--- src/rtl/if_id_queue.sv ---
// rtl/if_id_queue.sv - two-entry fetch/decode queue with RV32I field and immediate decode
module if_id_queue #(
  parameter int ADDRESS_WIDTH = 6,
  localparam int PW = ADDRESS_WIDTH + 2
) (
  input  logic          clock,
  input  logic          resetn,
  input  logic          in_valid,
  input  logic [PW-1:0] in_pc,
  input  logic [31:0]   in_instr,
  output logic          in_ready,
  output logic          pc_en,
  input  logic          flush,
  output logic          out_valid,
  input  logic          out_ready,
  output logic [PW-1:0] out_pc,
  output logic [31:0]   out_instr,
  output logic [6:0]    out_opcode,
  output logic [4:0]    out_rd,
  output logic [4:0]    out_rs1,
  output logic [4:0]    out_rs2,
  output logic [2:0]    out_funct3,
  output logic [6:0]    out_funct7,
  output logic [31:0]   out_imm,
  output logic [1:0]    count
);

  localparam logic [31:0] NOP = 32'h0000_0013;

  localparam logic [6:0] OP_IMM    = 7'b0010011;
  localparam logic [6:0] OP_LOAD   = 7'b0000011;
  localparam logic [6:0] OP_JALR   = 7'b1100111;
  localparam logic [6:0] OP_STORE  = 7'b0100011;
  localparam logic [6:0] OP_BRANCH = 7'b1100011;
  localparam logic [6:0] OP_LUI    = 7'b0110111;
  localparam logic [6:0] OP_AUIPC  = 7'b0010111;
  localparam logic [6:0] OP_JAL    = 7'b1101111;

  // Entry 0 is always the head; entry 1 is the younger entry when count is 2.
  logic [PW-1:0] pc0_q, pc0_d, pc1_q, pc1_d;
  logic [31:0]   instr0_q, instr0_d, instr1_q, instr1_d;
  logic [1:0]    count_q, count_d;
  logic          push, pop;

  assign in_ready  = (count_q < 2'd2);
  assign pc_en     = in_ready & ~flush;
  assign out_valid = (count_q != 2'd0);
  assign count     = count_q;
  assign push      = in_valid & in_ready & ~flush;
  assign pop       = out_valid & out_ready & ~flush;

  // Next-state for the queue: flush wins, then push/pop with a shift toward the head on pop.
  always_comb begin
    pc0_d    = pc0_q;
    pc1_d    = pc1_q;
    instr0_d = instr0_q;
    instr1_d = instr1_q;
    count_d  = count_q;
    if (flush) begin
      count_d = 2'd0;
    end else if (push && pop) begin
      // Only reachable with count 1: the incoming entry replaces the departing head.
      pc0_d    = in_pc;
      instr0_d = in_instr;
    end else if (push) begin
      if (count_q == 2'd0) begin
        pc0_d    = in_pc;
        instr0_d = in_instr;
      end else begin
        pc1_d    = in_pc;
        instr1_d = in_instr;
      end
      count_d = count_q + 2'd1;
    end else if (pop) begin
      pc0_d    = pc1_q;
      instr0_d = instr1_q;
      pc1_d    = '0;
      instr1_d = NOP;
      count_d  = count_q - 2'd1;
    end
  end

  // Queue registers; reset discards entries immediately and restores NOP storage.
  always_ff @(posedge clock or negedge resetn) begin
    if (!resetn) begin
      pc0_q    <= '0;
      pc1_q    <= '0;
      instr0_q <= NOP;
      instr1_q <= NOP;
      count_q  <= 2'd0;
    end else begin
      pc0_q    <= pc0_d;
      pc1_q    <= pc1_d;
      instr0_q <= instr0_d;
      instr1_q <= instr1_d;
      count_q  <= count_d;
    end
  end

  // Head presentation: an empty queue looks like a NOP at pc 0 to decode.
  always_comb begin
    out_pc    = '0;
    out_instr = NOP;
    if (out_valid) begin
      out_pc    = pc0_q;
      out_instr = instr0_q;
    end
  end

  assign out_opcode = out_instr[6:0];
  assign out_rd     = out_instr[11:7];
  assign out_funct3 = out_instr[14:12];
  assign out_rs1    = out_instr[19:15];
  assign out_rs2    = out_instr[24:20];
  assign out_funct7 = out_instr[31:25];

  // Immediate format chosen by opcode; unknown opcodes give zero.
  always_comb begin
    out_imm = 32'd0;
    case (out_opcode)
      OP_IMM, OP_LOAD, OP_JALR:
        out_imm = {{20{out_instr[31]}}, out_instr[31:20]};
      OP_STORE:
        out_imm = {{20{out_instr[31]}}, out_instr[31:25], out_instr[11:7]};
      OP_BRANCH:
        out_imm = {{19{out_instr[31]}}, out_instr[31], out_instr[7],
                   out_instr[30:25], out_instr[11:8], 1'b0};
      OP_LUI, OP_AUIPC:
        out_imm = {out_instr[31:12], 12'd0};
      OP_JAL:
        out_imm = {{11{out_instr[31]}}, out_instr[31], out_instr[19:12],
                   out_instr[20], out_instr[30:21], 1'b0};
      default:
        out_imm = 32'd0;
    endcase
  end

endmodule

--- config.mk ---
export PLATFORM = sky130hd
export DESIGN_NAME = if_id_queue
export DESIGN_NICKNAME = d
export VERILOG_FILES = /design/src/rtl/if_id_queue.sv
export SDC_FILE = /design/constraint.sdc
export NUM_CORES = 1
export LEC_CHECK = 0
export BUFFER_PORTS_ARGS = -buffer_cell sky130_fd_sc_hd__buf_2
export CAP_MARGIN = 20
export CORE_AREA = 2 2 108 110
export DETAILED_ROUTE_END_ITERATION = 16
export DIE_AREA = 0 0 110 112
export HOLD_SLACK_MARGIN = 0.06
export PLACE_DENSITY_LB_ADDON = 0.05
export SLEW_MARGIN = 40
export SYNTH_ARGS = -nofsm -noshare
export SYNTH_HDL_FRONTEND = slang
export SYNTH_SLANG_ARGS = --single-unit
--- constraint.sdc ---
create_clock -name clock -period 2.05 [get_ports clock]
set_input_delay 0.3075 -clock clock [delete_from_list [all_inputs] [get_ports clock]]
set_output_delay 0.3075 -clock clock [all_outputs]
set_load 0.02 [all_outputs]
== Word-level counts from Yosys, hierarchy flattened ==
Cells that the tools add are included.

* Register bits after elaboration: 82
* Latch bits: 0
* Bits in writable memories: 0
* Memory bits (read-only): 0
* Output and inout bits: 109
* Memories kept: 0

* $add $sub $neg: 2
* $mul: 0
* Divide/modulo/power cells: 0
* Order comparisons: 1
* Eq/ne operators: 11
* Shift-type cells: 0
* Muxes and demuxes: 21
* Bitwise gates (word level): 7
* Reduce and logical (&&, ||, !) cells: 11

{| class="wikitable"
|+ Operator list
! cell !! number
|-
| 2-to-1 mux 32 bit || 8
|-
| one-hot mux 32 bit (5 select lines) || 1
|-
| 2-to-1 mux 8 bit || 8
|-
| == test 7 bit (second input constant) || 3
|-
| == test 7 x 5 -> 1 bit (second input constant) || 2
|-
| == test 7 x 6 -> 1 bit (second input constant) || 2
|-
| 2-to-1 mux 2 bit || 4
|-
| == test 7 x 2 -> 1 bit (second input constant) || 1
|-
| nonzero test 3 bit || 2
|-
| AND 1 bit || 5
|-
| inequality test 2 bit (second input constant) || 2
|-
| AND reduction 4 bit || 1
|-
| nonzero test 2 bit || 2
|-
| inequality test 3 x 1 -> 1 bit (second input constant) || 1
|-
| AND reduction 3 bit || 1
|-
| OR reduction 3 bit || 1
|-
| adder 2 x 1 -> 2 bit (second input constant) || 1
|-
| zero test 2 bit || 1
|-
| < comparator 2 bit (second input constant) || 1
|-
| NOT 1 bit || 2
|-
| AND reduction 2 bit || 1
|-
| OR reduction 2 bit || 1
|-
| subtractor 2 x 1 -> 2 bit (second input constant) || 1
|-
| logical AND 1 bit || 1
|}

== Longest topological paths before layout ==
Gate-level depths: netlist of the first run.

* Depth in word-level cells: 7
* Mapped depth: 7

== Least setup slack after synthesis of the first run ==
No wires, ideal clock.

* Path kind: reg2out
* From: reg count_q[1], in the netlist count[1]
* To: out out_instr[25]
* Arrival: 1.909 ns
* Required time: 1.742 ns
* Slack: -0.167 ns
* Stages on the path, launching flop included: 8
* Buffers on the path: 4
* Path through: dfrtp_1 > buf_2 > nor2_2 > inv_1 > clkbuf_1 > clkbuf_1 > and2_1 > buf_4

* Word-level cells in the longest chain between the ends: 2

{| class="wikitable"
|+ RTL lines
! element !! RTL line !! text
|-
| start: declaration || 42 || <nowiki>logic [1:0] count_q, count_d;</nowiki>
|-
| start signal: assignment || 96 || <nowiki>count_q <= count_d;</nowiki>
|-
| nonzero test 2 bit || 47 || <nowiki>assign out_valid = (count_q != 2'd0);</nowiki>
|-
| net out_valid || 14 || <nowiki>output logic out_valid,</nowiki>
|-
| 2-to-1 mux 32 bit || 104 || <nowiki>if (out_valid) begin</nowiki>
|-
| end: declaration || 17 || <nowiki>output logic [31:0] out_instr,</nowiki>
|}

The timed path passes the listed nets, and every way through them passes these cells.

== Worst setup path in the final report of the first run ==
* From: reg instr0_q[3]
* To: out out_imm[11]

* Word-level cells in the longest chain between the ends: 4

{| class="wikitable"
|+ RTL lines
! element !! RTL line !! text
|-
| start: declaration || 41 || <nowiki>logic [31:0] instr0_q, instr0_d, instr1_q, instr1_d;</nowiki>
|-
| start signal: assignment || 94 || <nowiki>instr0_q <= instr0_d;</nowiki>
|-
| 2-to-1 mux 32 bit (*) || 104 ||
|-
| == test 7 x 5 -> 1 bit, or another cell as far along || 120 || <nowiki>case (out_opcode)</nowiki>
|-
| OR reduction 3 bit / OR reduction 2 bit (equally long branches) || 120 ||
|-
| one-hot mux 32 bit (5 select lines) (*) || 120 ||
|-
| end: declaration || 24 || <nowiki>output logic [31:0] out_imm,</nowiki>
|}

Mark *: on every way between the ends. The rest lies on a longest branch, timed or not.

==> impl_metrics.csv, run 1 <==
group,metric,value,unit
clock_tree,insertion_delay,0.34,ns
detailed_routing,wl_per_cell,15.2,µm
timing,post-route-period-util,1.09,
timing,finClkSkew,0.00782,ns
floorplan,die_height,112,µm
setup_path,startpoint_type,"flip-flop",
logic_synthesis,syn-num-nets,560,
clock_tree,clockRootBuffer,"clkbuf_16",
floorplan,num_io_pins,154,
hold_path,min_to,"pc1_q[5]",
hold_path,hold_path.class,"input port to flip-flop",
detailed_routing,num_vias,3980,
finish,multi_input_area,2380,µm²
outcome,violations,"negative setup slack",
timing,min_period,2.24,ns
grt,antenna_found_initial,0,
finish,diodes,0,
finish,utilization,0.591,
finish,area_delta_synth_final,39.9,%
floorplan,coreArea,11200,µm²
clock_tree,clk_pin_slew,0.06,ns
placement,portBuffers,153,
clock_tree,cts_max_level,3,
timing,hold_viol_final,0,
setup_path,worstPathArrival,1.93,ns
setup_path,max_stage_delay,0.58,ns
clock_tree,cts_tree,"built",
timing,slew_headroom,0.636,
logic_synthesis,syn_area,4720,µm²
setup_path,path_cells,"or4_4 -> nor2_2 -> a21oi_1 -> o221ai_1 -> buf_4",
detailed_routing,drtIter0Drc,148,
floorplan,start_util,0.422,
timing,setup-tns-final,-3.83,ns
hold_path,min_path_cells,3,
grt,grt_pass1_wl,19300,µm
timing,max_slew.worst_pin.slew,0.545,ns
logic_synthesis,synth-seq-cells,82,
setup_path,timing_worst_setup_path_type,"flip-flop to output port",
setup_path,crit_slowest_cell,"or4_4",
detailed_routing,drc,0,
logic_synthesis,netlist_instances,515,
detailed_routing,routed_via_density,4.93,
hold_path,hold_start,"in_pc[5]",
finish,fillCellCount,964,
finish,layout-drive-gt1-share,0.410,
power,power_leakage,3.11,nW
logic_synthesis,synth.distinct_cells,40,
setup_path,timing.reg2reg.setup_slack,0.18,ns
placement,place_ws,0.0679,ns
finish,register_area,2060,µm²
power,peakVddDrop,501,µV
logic_synthesis,avgSynthCellArea,9.16,µm²
timing,setup_viol,32,
setup_path,cpLargestDelayFamily,"simple AND/OR/NAND/NOR gates",
timing,setup_ws,-0.191,ns
setup_path,crit_path_end_kind,"output port",
outcome,status,"finished, violations left",
setup_path,reg2reg_from,"count[1]",
clock_tree,cts_buffers,9,
setup_path,r2r-end,"instr1_q[4]",
grt,grt_start_max_net_pins,61,
timing,max_freq,446,MHz
timing,slew_viol_final,0,
clock_tree,clock_sinks,82,
grt,grt.total_usage,0.203,
placement,gp_congestion,0.809,
floorplan,num_rows,39,
placement,dp_hpwl,8250,µm
detailed_routing,route.antenna.remaining_nets,0,
timing,grt_setup_unrepaired,"true",
setup_path,rr_worst_depth,6,
clock_tree,cts_buffer_depth,2,
setup_path,cp_num_buf_inv,1,
finish,fin_nets,704,
power,power.density,914,nW/µm²
logic_synthesis,yosys_warnings,0,
grt,grt_pass1_vias,3895,
detailed_routing,routed_wl,12200,µm
job,maxCapViolations,0,
setup_path,cp_max_fo,5,
floorplan,dieArea,12300,µm²
grt,grt_overflow_total,0,
logic_synthesis,yosysSeqAreaShare,0.437,
floorplan,die_x,110,µm
setup_path,required,1.74,ns
detailed_routing,first_pass_iters,4,
-- cells in the mapped netlist --
master / n / area share
a21oi_1: 26 / 0.028
nand3b_1: 1 / 0.0016
nand2b_1: 27 / 0.036
o22ai_1: 1 / 0.0013
nand3_1: 3 / 0.0032
o21ai_0: 3 / 0.0032
o21ba_2: 1 / 0.0021
nor2_2: 1 / 0.0013
a221oi_1: 1 / 0.0019
and3_1: 3 / 0.0040
o2bb2ai_1: 8 / 0.015
o221ai_1: 1 / 0.0019
or4_1: 1 / 0.0016
nor2b_1: 3 / 0.0040
and4bb_2: 1 / 0.0027
mux2i_1: 59 / 0.13
and2b_1: 1 / 0.0016
a31oi_1: 21 / 0.028
clkbuf_1: 9 / 0.0072
or3b_1: 1 / 0.0019
a21boi_1: 1 / 0.0016
nand2_1: 43 / 0.034
dfstp_2: 6 / 0.033
buf_4: 36 / 0.057
buf_2: 20 / 0.021
a22o_1: 4 / 0.0074
a22oi_1: 1 / 0.0016
nor3b_1: 1 / 0.0016
a21oi_4: 1 / 0.0035
a21o_1: 11 / 0.018
nor2_1: 48 / 0.038
o211ai_1: 1 / 0.0016
and2_1: 44 / 0.058
dfrtp_1: 76 / 0.40
and4b_1: 1 / 0.0021
o21ai_1: 1 / 0.0011
nand4_1: 2 / 0.0027
a41o_1: 1 / 0.0021
mux2_1: 3 / 0.0072
inv_1: 42 / 0.033
-- layout by cell type, fill, tap and decap left out, types with 2 or more instances in the layout --
cell,instances
a21oi_1,22
buf_2,91
nand4_1,2
buf_12,8
dfrtp_1,73
buf_4,51
clkinvlp_4,3
a21oi_4,4
clkbuf_8,2
dfrtp_2,3
and2_4,19
clkbuf_16,9
nor2_1,46
nor2b_1,2
a31oi_1,21
mux2_1,3
mux2i_1,59
and2_2,3
o2bb2ai_4,5
nor2_2,2
o21ai_1,3
and3_4,2
nand2b_1,27
o2bb2ai_2,3
inv_1,41
dfstp_2,6
a21o_1,11
a22o_1,4
and2_1,22
buf_6,45
nand2_1,42
-- tightest hold or removal path, delay by kind of cell --
kind,cells,cell delay [ns]
multiplexers,1,0.05
AND/OR/NAND/NOR,1,0.05
buffers and inverters,1,0.10
-- power breakdown --
group          leakage [nW]  switching, mW  total [mW]  internal [mW]
Clock                 0.131          0.664        1.55          0.885
Combinational          2.00           1.06        2.02          0.961
Sequential            0.982          0.372        2.46           2.09
-- area by class of cell --
| class | instances | share of cell area |
|---|---|---|
| multi-input cells | 327 | 0.361 |
| flip-flops and latches | 82 | 0.313 |
| repair buffers | 197 | 0.232 |
| clock buffers | 12 | 0.0389 |
| well taps | 143 | 0.0271 |
| inverters | 42 | 0.0239 |
| clock inverters | 4 | 0.00417 |
-- through the flow --
step / power (mW) / cell area [µm²] / hold WS [ns] / cells
final: 6.03 / 6600 / 0.208 / 807
after global routing: 6.41 / 6600 / 0.215 / 807
after CTS: 5.85 / 6200 / 0.200 / 802
after detailed placement: 4.10 / 5520 / 0.345 / 769
after global placement: 4.06 / 5520 / 0.340 / 769
after floorplan: 3.59 / 4730 / 0.0119 / 515
-- worst max-delay path by stage --
stage           startpoint             to  slack, ns  cells after the start
6_report       instr0_q[3]    out_imm[11]      -0.19                      5
5_1_grt           count[0]    out_imm[15]      -0.27                      8
4_1_cts        instr0_q[3]     out_imm[3]      -0.16                      5
3_5_place_dp   instr0_q[2]     out_imm[3]       0.07                      5
3_3_place_gp   instr0_q[2]     out_imm[1]       0.09                      5
2_1_floorplan     count[1]  out_instr[25]      -0.03                      7
-- kinds of logic (layout without fill, tap and decap cells) --
| family | Yosys count | after routing | synth area share |
|---|---|---|---|
| simple gates | 181 | 182 | 0.195 |
| mux | 62 | 62 | 0.132 |
| flops | 82 | 82 | 0.437 |
| compound gates | 83 | 83 | 0.117 |
| buf+inv | 107 | 255 | 0.119 |
-- flip-flops by register name (all words and copies together), names as in the netlist --
name and flops:
instr0_q 32, instr1_q 32, pc0_q 8, pc1_q 8
count 2
-- metal layers --
metal  GRT usage  up-vias  wire [µm]
met4      0.0692        0        190
met1       0.259     1894       5420
li1            -     1973          -
met2       0.333       96       6030
met5           0        -          0
met3      0.0515       17        608
-- what timing repair did --
| action | 4_1_cts | 5_1_grt |
|---|---|---|
| setup buffers | 15 | 9 |
| pin swaps | 27 | 13 |
| setup endpoints to repair | 60 | 96 |
| endpoints found under the hold margin | 36 | 0 |
| hold buffers | 1 | 0 |
| resized for setup | 81 | 93 |
| cloned | 1 | 0 |
No activity file was read; power rests on OpenSTA's default activity.
==> run 2, diff against run 1 <==
--- a/config.mk
+++ b/config.mk
@@ -5,11 +5,12 @@
 export SDC_FILE = /design/constraint.sdc
 export NUM_CORES = 1
 export LEC_CHECK = 0
+export ABC_AREA = 1
 export BUFFER_PORTS_ARGS = -buffer_cell sky130_fd_sc_hd__buf_2
 export CAP_MARGIN = 20
-export CORE_AREA = 2 2 108 110
+export CORE_AREA = 2 2 107 109
 export DETAILED_ROUTE_END_ITERATION = 16
-export DIE_AREA = 0 0 110 112
+export DIE_AREA = 0 0 109 111
 export HOLD_SLACK_MARGIN = 0.06
 export PLACE_DENSITY_LB_ADDON = 0.05
 export SLEW_MARGIN = 40
==> run 2 against run 1 <==
The run still ends with negative setup slack left. Clock power rose by 14%. Clock skew fell by 0.0018 ns. Die area decreased by 1.8%. First-iteration DRC count grew 100%. Highest routed layer unchanged. Final area down 0.66%. Sequential share of layout area grew 0.17 points. Non-clock buffer count is 6 higher. Combinational power up 95%.
==> impl_metrics.csv, run 2 <==
group,metric,value,unit
clock_tree,cts_tree,"built",
floorplan,num_io_pins,154,
logic_synthesis,synth_top_cells_by_count,"nor2_1 (120), nand2_1 (117), dfrtp_1 (76)",
logic_synthesis,synth.distinct_cells,25,
clock_tree,clock_sinks,82,
timing,hold_ws,0.199,ns
finish,layout-drive-gt1-share,0.377,
finish,reg_top3,"instr0_q: 32 flops, instr1_q: 32 flops",
clock_tree,clk_pin_slew,0.06,ns
finish,utilization,0.592,
timing,slew_headroom,0.665,
job,maxCapViolations,0,
detailed_routing,first_pass_iters,4,
detailed_routing,routed_wl,14600,µm
timing,grt_setup_unrepaired,"true",
power,power.total,8.56,mW
placement,place_ws,-0.0221,ns
finish,layout_commonest_cell,"buf_2",
power,peakVddDrop,608,µV
logic_synthesis,synth-seq-cells,82,
timing,post-route-period-util,1.10,
timing,hold_viol_final,0,
floorplan,dieArea,12100,µm²
grt,grt.total_usage,0.222,
finish,multi_input_area,2260,µm²
timing,finClkSkew,0.00607,ns
grt,grt_pass1_wl,21000,µm
logic_synthesis,yosysTopAreaCellShare,0.412,
timing,slew_viol_final,0,
setup_path,cp_max_fo,5,
timing,setup_viol,32,
timing,min_period,2.24,ns
hold_path,min_path_cells,2,
placement,gp_congestion,0.835,
detailed_routing,num_vias,4651,
finish,diodes,0,
detailed_routing,route.antenna.remaining_nets,0,
logic_synthesis,yosys.area.top_type,"dfrtp_1",
floorplan,num_rows,39,
grt,grt_start_max_net_pins,78,
floorplan,die_x,109,µm
timing,max_slew.worst_pin.slew,0.502,ns
timing,setup_ws,-0.195,ns
finish,register_area,2060,µm²
logic_synthesis,yosys.cell_count.top_type,"nor2_1",
grt,grt_pass1_vias,4101,
power,power.density,1310,nW/µm²
setup_path,rr_worst_depth,11,
placement,portBuffers,153,
detailed_routing,routed_via_density,5.03,
detailed_routing,wl_per_cell,15.8,µm
logic_synthesis,yosys_warnings,0,
logic_synthesis,syn_area,4610,µm²
logic_synthesis,yosysSeqAreaShare,0.447,
floorplan,die_height,111,µm
finish,fillCellCount,1047,
logic_synthesis,synthTopCellsByArea,"dfrtp_1 (41%), nor2_1 (9.8%), nand2_1 (9.5%)",
floorplan,coreArea,11100,µm²
grt,grt_overflow_total,0,
clock_tree,clockRootBuffer,"clkbuf_16",
detailed_routing,drtIter0Drc,301,
outcome,violations,"negative setup slack",
setup_path,crit_path_end_kind,"output port",
power,power_leakage,3.37,nW
finish,fin_nets,822,
finish,most-common-layout-cells,"buf_2 (120), nor2_1 (111), nand2_1 (87)",
setup_path,timing_worst_setup_path_type,"flip-flop to output port",
timing,max_freq,445,MHz
setup_path,startpoint_type,"flip-flop",
clock_tree,insertion_delay,0.34,ns
logic_synthesis,synth_edf_count,0,
grt,antenna_found_initial,0,
outcome,status,"finished, violations left",
timing,setup-tns-final,-4.95,ns
logic_synthesis,syn-num-nets,673,
setup_path,worstPathArrival,1.94,ns
setup_path,required,1.74,ns
hold_path,hold_path.class,"input port to flip-flop",
logic_synthesis,synth-main-ff-cell,"dfrtp_1",
finish,area_delta_synth_final,42.2,%
logic_synthesis,async_flop_share,1.00,
clock_tree,cts_max_level,3,
detailed_routing,drc,0,
placement,dp_hpwl,8640,µm
logic_synthesis,netlist_instances,628,
logic_synthesis,avgSynthCellArea,7.34,µm²
clock_tree,cts_buffers,9,
clock_tree,cts_buffer_depth,2,
floorplan,start_util,0.416,
## run 2: changes by cell type after synthesis, sizes merged, moves of 27 or more
cell,delta
nor2,+79
nand2,+78
mux2i,-59
and2,-44
o21ai,+41
nand3,+30
nand2b,-27
## run 2: per-layer routing
layer  GRT usage  up-vias  part of all wire
met5           0        -                 0
met4      0.0658        0             0.011
met3      0.0306       12             0.056
met2       0.367      179              0.50
met1       0.300     2177              0.43
li1            -     2283                 -
## run 2: where the power goes
group          internal (mW)  switching [mW]  total, mW
sequential              2.43           0.422       2.85
clock                   1.14           0.631       1.77
combinational           1.52            2.42       3.94
total                   5.09            3.48       8.56
## run 2: worst paths after layout
check | to | slack, ns | startpoint
worst max register to register | pc1_q[1] | 0.13 | count[1]
min in group asynchronous | pc0_q[2] | 0.49 | resetn
worst min-delay path | count[1] | 0.20 | out_ready
worst min register to register | instr1_q[1] | 0.49 | instr1_q[1]
max in group asynchronous | instr1_q[4] | 0.88 | resetn
worst max-delay path | out_imm[28] | -0.19 | count[1]
## run 2: kinds of logic (layout without fill, tap and decap cells)
group	after synthesis	count (layout)	synth area share
flops	82	82	0.447
buf+inv	137	287	0.151
compound gates	125	125	0.149
xor+xnor	1	1	0.00190
simple gates	283	287	0.252
## run 2: area by class of cell
class	count	share of cell area
Timing Repair Buffer	203	0.224
Clock buffer	14	0.0403
Inverter	68	0.0405
Sequential cell	82	0.314
Multi-Input combinational cell	413	0.345
Clock inverter	2	0.00916
Tap cell	143	0.0273
## run 2: worst max-delay path: stages (launching register included)
cell and delay (ns):
dfrtp_1 0.41, buf_6 0.14, nor2_4 0.16, a21oi_4 0.07
nor2_4 0.17, nand2_4 0.09, nand3_4 0.23, nand2_8 0.12
nand2_2 0.10, buf_6 0.12
## run 2: repair_timing
action / CTS / global route
gates resized for setup: 75 / 83
hold buffers: 1 / 0
endpoints found under the hold margin: 34 / 0
setup endpoints to repair: 32 / 72
cloned: 3 / 5
setup buffers: 17 / 6
pin swaps: 6 / 16
## run 2: stage by stage
| step | cell area, µm² | std cells |
|---|---|---|
| CTS | 6110 | 914 |
| floorplan | 4610 | 628 |
| global placement | 5340 | 877 |
| global route | 6560 | 925 |
| finish | 6560 | 925 |
| detailed placement | 5340 | 877 |
==> run 3, diff against run 2 <==
--- a/config.mk
+++ b/config.mk
@@ -7,13 +7,16 @@
 export LEC_CHECK = 0
 export ABC_AREA = 1
 export BUFFER_PORTS_ARGS = -buffer_cell sky130_fd_sc_hd__buf_2
-export CAP_MARGIN = 20
-export CORE_AREA = 2 2 107 109
+export CAP_MARGIN = 10
+export CELL_PAD_IN_SITES_DETAIL_PLACEMENT = 1
+export CELL_PAD_IN_SITES_GLOBAL_PLACEMENT = 1
+export CORE_AREA = 2 2 117 119
 export DETAILED_ROUTE_END_ITERATION = 16
-export DIE_AREA = 0 0 109 111
+export DIE_AREA = 0 0 119 121
 export HOLD_SLACK_MARGIN = 0.06
 export PLACE_DENSITY_LB_ADDON = 0.05
 export SLEW_MARGIN = 40
 export SYNTH_ARGS = -nofsm -noshare
 export SYNTH_HDL_FRONTEND = slang
 export SYNTH_SLANG_ARGS = --single-unit
+export TNS_END_PERCENT = 20
==> run 3 against run 2 <==
Maximum frequency fell by 0.57%. Largest power group unchanged. Global-route usage down 0.37 points. Via count grew 0.73%. Die area increased by 19%. The flow still finishes with violations (negative setup slack). Sequential share of layout area grew 1.1 points.
==> impl_metrics.csv, run 3 (synthesis gave the netlist of run 2 again) <==
group,metric,value,unit
setup_path,rr_worst_depth,10,
hold_path,min_to,"count[1]",
power,power.density,1320,nW/µm²
floorplan,die_height,121,µm
timing,max_slew.worst_pin.slew,0.573,ns
grt,grt_pass1_wl,24800,µm
timing,setup_ws,-0.208,ns
timing,max_freq,443,MHz
clock_tree,cts_max_level,3,
setup_path,crit_slowest_cell,"dfrtp_1",
floorplan,die_x,119,µm
detailed_routing,routed_via_density,4.94,
detailed_routing,routed_wl,15500,µm
timing,grt_setup_unrepaired,"true",
setup_path,cpLargestDelayFamily,"simple AND/OR/NAND/NOR gates",
finish,diodes,0,
hold_path,hold_path.class,"input port to flip-flop",
setup_path,timing.reg2reg.setup_slack,0.05,ns
setup_path,reg2reg_from,"count[1]",
setup_path,path_cells,"buf_6 -> nor2_4 -> a21oi_4 -> nor2_4 -> nand2_4 -> nand3_4 -> nand2_8 -> nand2_1 -> buf_6",
grt,grt_overflow_total,0,
power,power_leakage,3.28,nW
timing,min_period,2.26,ns
timing,setup_viol,32,
finish,area_delta_synth_final,37.2,%
detailed_routing,num_vias,4685,
finish,reg_top3,"instr0_q: 32 flops, instr1_q: 32 flops",
grt,grt.total_usage,0.218,
grt,grt_util_met2,0.391,
grt,top_usage_layer,"met2",
timing,slew_viol_final,0,
placement,portBuffers,153,
floorplan,dieArea,14400,µm²
setup_path,max_stage_delay,0.40,ns
setup_path,worstPathArrival,1.95,ns
floorplan,start_util,0.352,
finish,fin_nets,813,
setup_path,cp_num_cells,9,
setup_path,startpoint,"count[1]",
grt,use_met1,0.270,
floorplan,coreArea,13100,µm²
timing,finClkSkew,0.00722,ns
clock_tree,clk_pin_slew,0.06,ns
clock_tree,clock_sinks,82,
finish,most-common-layout-cells,"buf_2 (123), nor2_1 (117), nand2_1 (91)",
grt,met3_usage,0.0296,
finish,layout-drive-gt1-share,0.369,
clock_tree,cts_tree,"built",
grt,grt_pass1_vias,4806,
finish,layout_commonest_cell,"buf_2",
hold_path,min_path_cells,2,
detailed_routing,first_pass_iters,4,
power,power.total,8.32,mW
clock_tree,cts_buffer_depth,2,
setup_path,cp_num_buf_inv,2,
placement,gp_congestion,0.832,
grt,grt_start_max_net_pins,58,
placement,placed_cell_area,5410,µm²
setup_path,startpoint_type,"flip-flop",
outcome,status,"finished, violations left",
power,peakVddDrop,501,µV
floorplan,num_rows,42,
placement,dp_hpwl,10400,µm
detailed_routing,drtIter0Drc,174,
clock_tree,insertion_delay,0.34,ns
detailed_routing,wl_per_cell,16.4,µm
grt,antenna_found_initial,0,
setup_path,cp_max_fo,6,
clock_tree,clockRootBuffer,"clkbuf_16",
finish,design_area,6320,µm²
hold_path,hold_start,"out_ready",
clock_tree,cts_buffers,9,
floorplan,num_io_pins,154,
timing,hold_viol_final,0,
timing,post-route-period-util,1.10,
finish,utilization,0.483,
setup_path,crit_path_end_kind,"output port",
setup_path,timing_worst_setup_path_type,"flip-flop to output port",
detailed_routing,route.antenna.remaining_nets,0,
detailed_routing,drc,0,
setup_path,r2r-end,"instr0_q[11]",
outcome,violations,"negative setup slack",
timing,slew_headroom,0.618,
job,maxCapViolations,0,
setup_path,required,1.74,ns
[run 3: how the worst max path moves through the flow]
stage,end,slack (ns)
2_1_floorplan,out_imm[27],0.008
3_3_place_gp,out_imm[18],0.13
3_5_place_dp,out_imm[22],0.01
4_1_cts,out_imm[29],-0.21
5_1_grt,out_imm[29],-0.30
6_report,out_imm[29],-0.21
[run 3: cell type report]
type	instances	area, µm²
fill	1670	6760
multi-input combinational	412	2170
sequential	82	2060
timing repair buffer	195	1340
inverter	68	255
clock buffer	11	233
tap	176	220
clock inverter	5	55.1
[run 3: what timing repair did]
action                                  4_1_cts  5_1_grt
gates resized for setup                      90       45
endpoints found under the hold margin        34        0
hold buffers                                  1        0
endpoints found under the setup margin       32      107
gates cloned                                  4        0
buffers inserted                              9        5
pin swaps                                    17       21
[run 3: report_power, final]
group | switching [mW] | total [mW] | internal, mW
Clock | 0.662 | 1.60 | 0.940
Combinational | 2.41 | 3.84 | 1.43
Sequential | 0.444 | 2.88 | 2.43
[run 3: routing by layer]
| metal | part of all wire | vias to the layer above |
|---|---|---|
| met5 | 0 | - |
| met4 | 0.015 | 0 |
| met3 | 0.038 | 19 |
| met2 | 0.51 | 123 |
| met1 | 0.44 | 2284 |
| li1 | - | 2259 |
[run 3: through the flow]
stage	setup slack (ns)	std cells	hold WS, ns	TNS (ns)
after global placement	0.125	914	0.340	0
final	-0.208	949	0.223	-4.90
after CTS	-0.211	944	0.217	-5.08
after global routing	-0.297	949	0.215	-11.62
after detailed placement	0.0107	914	0.350	0
after floorplan	0.00805	628	0.0119	0
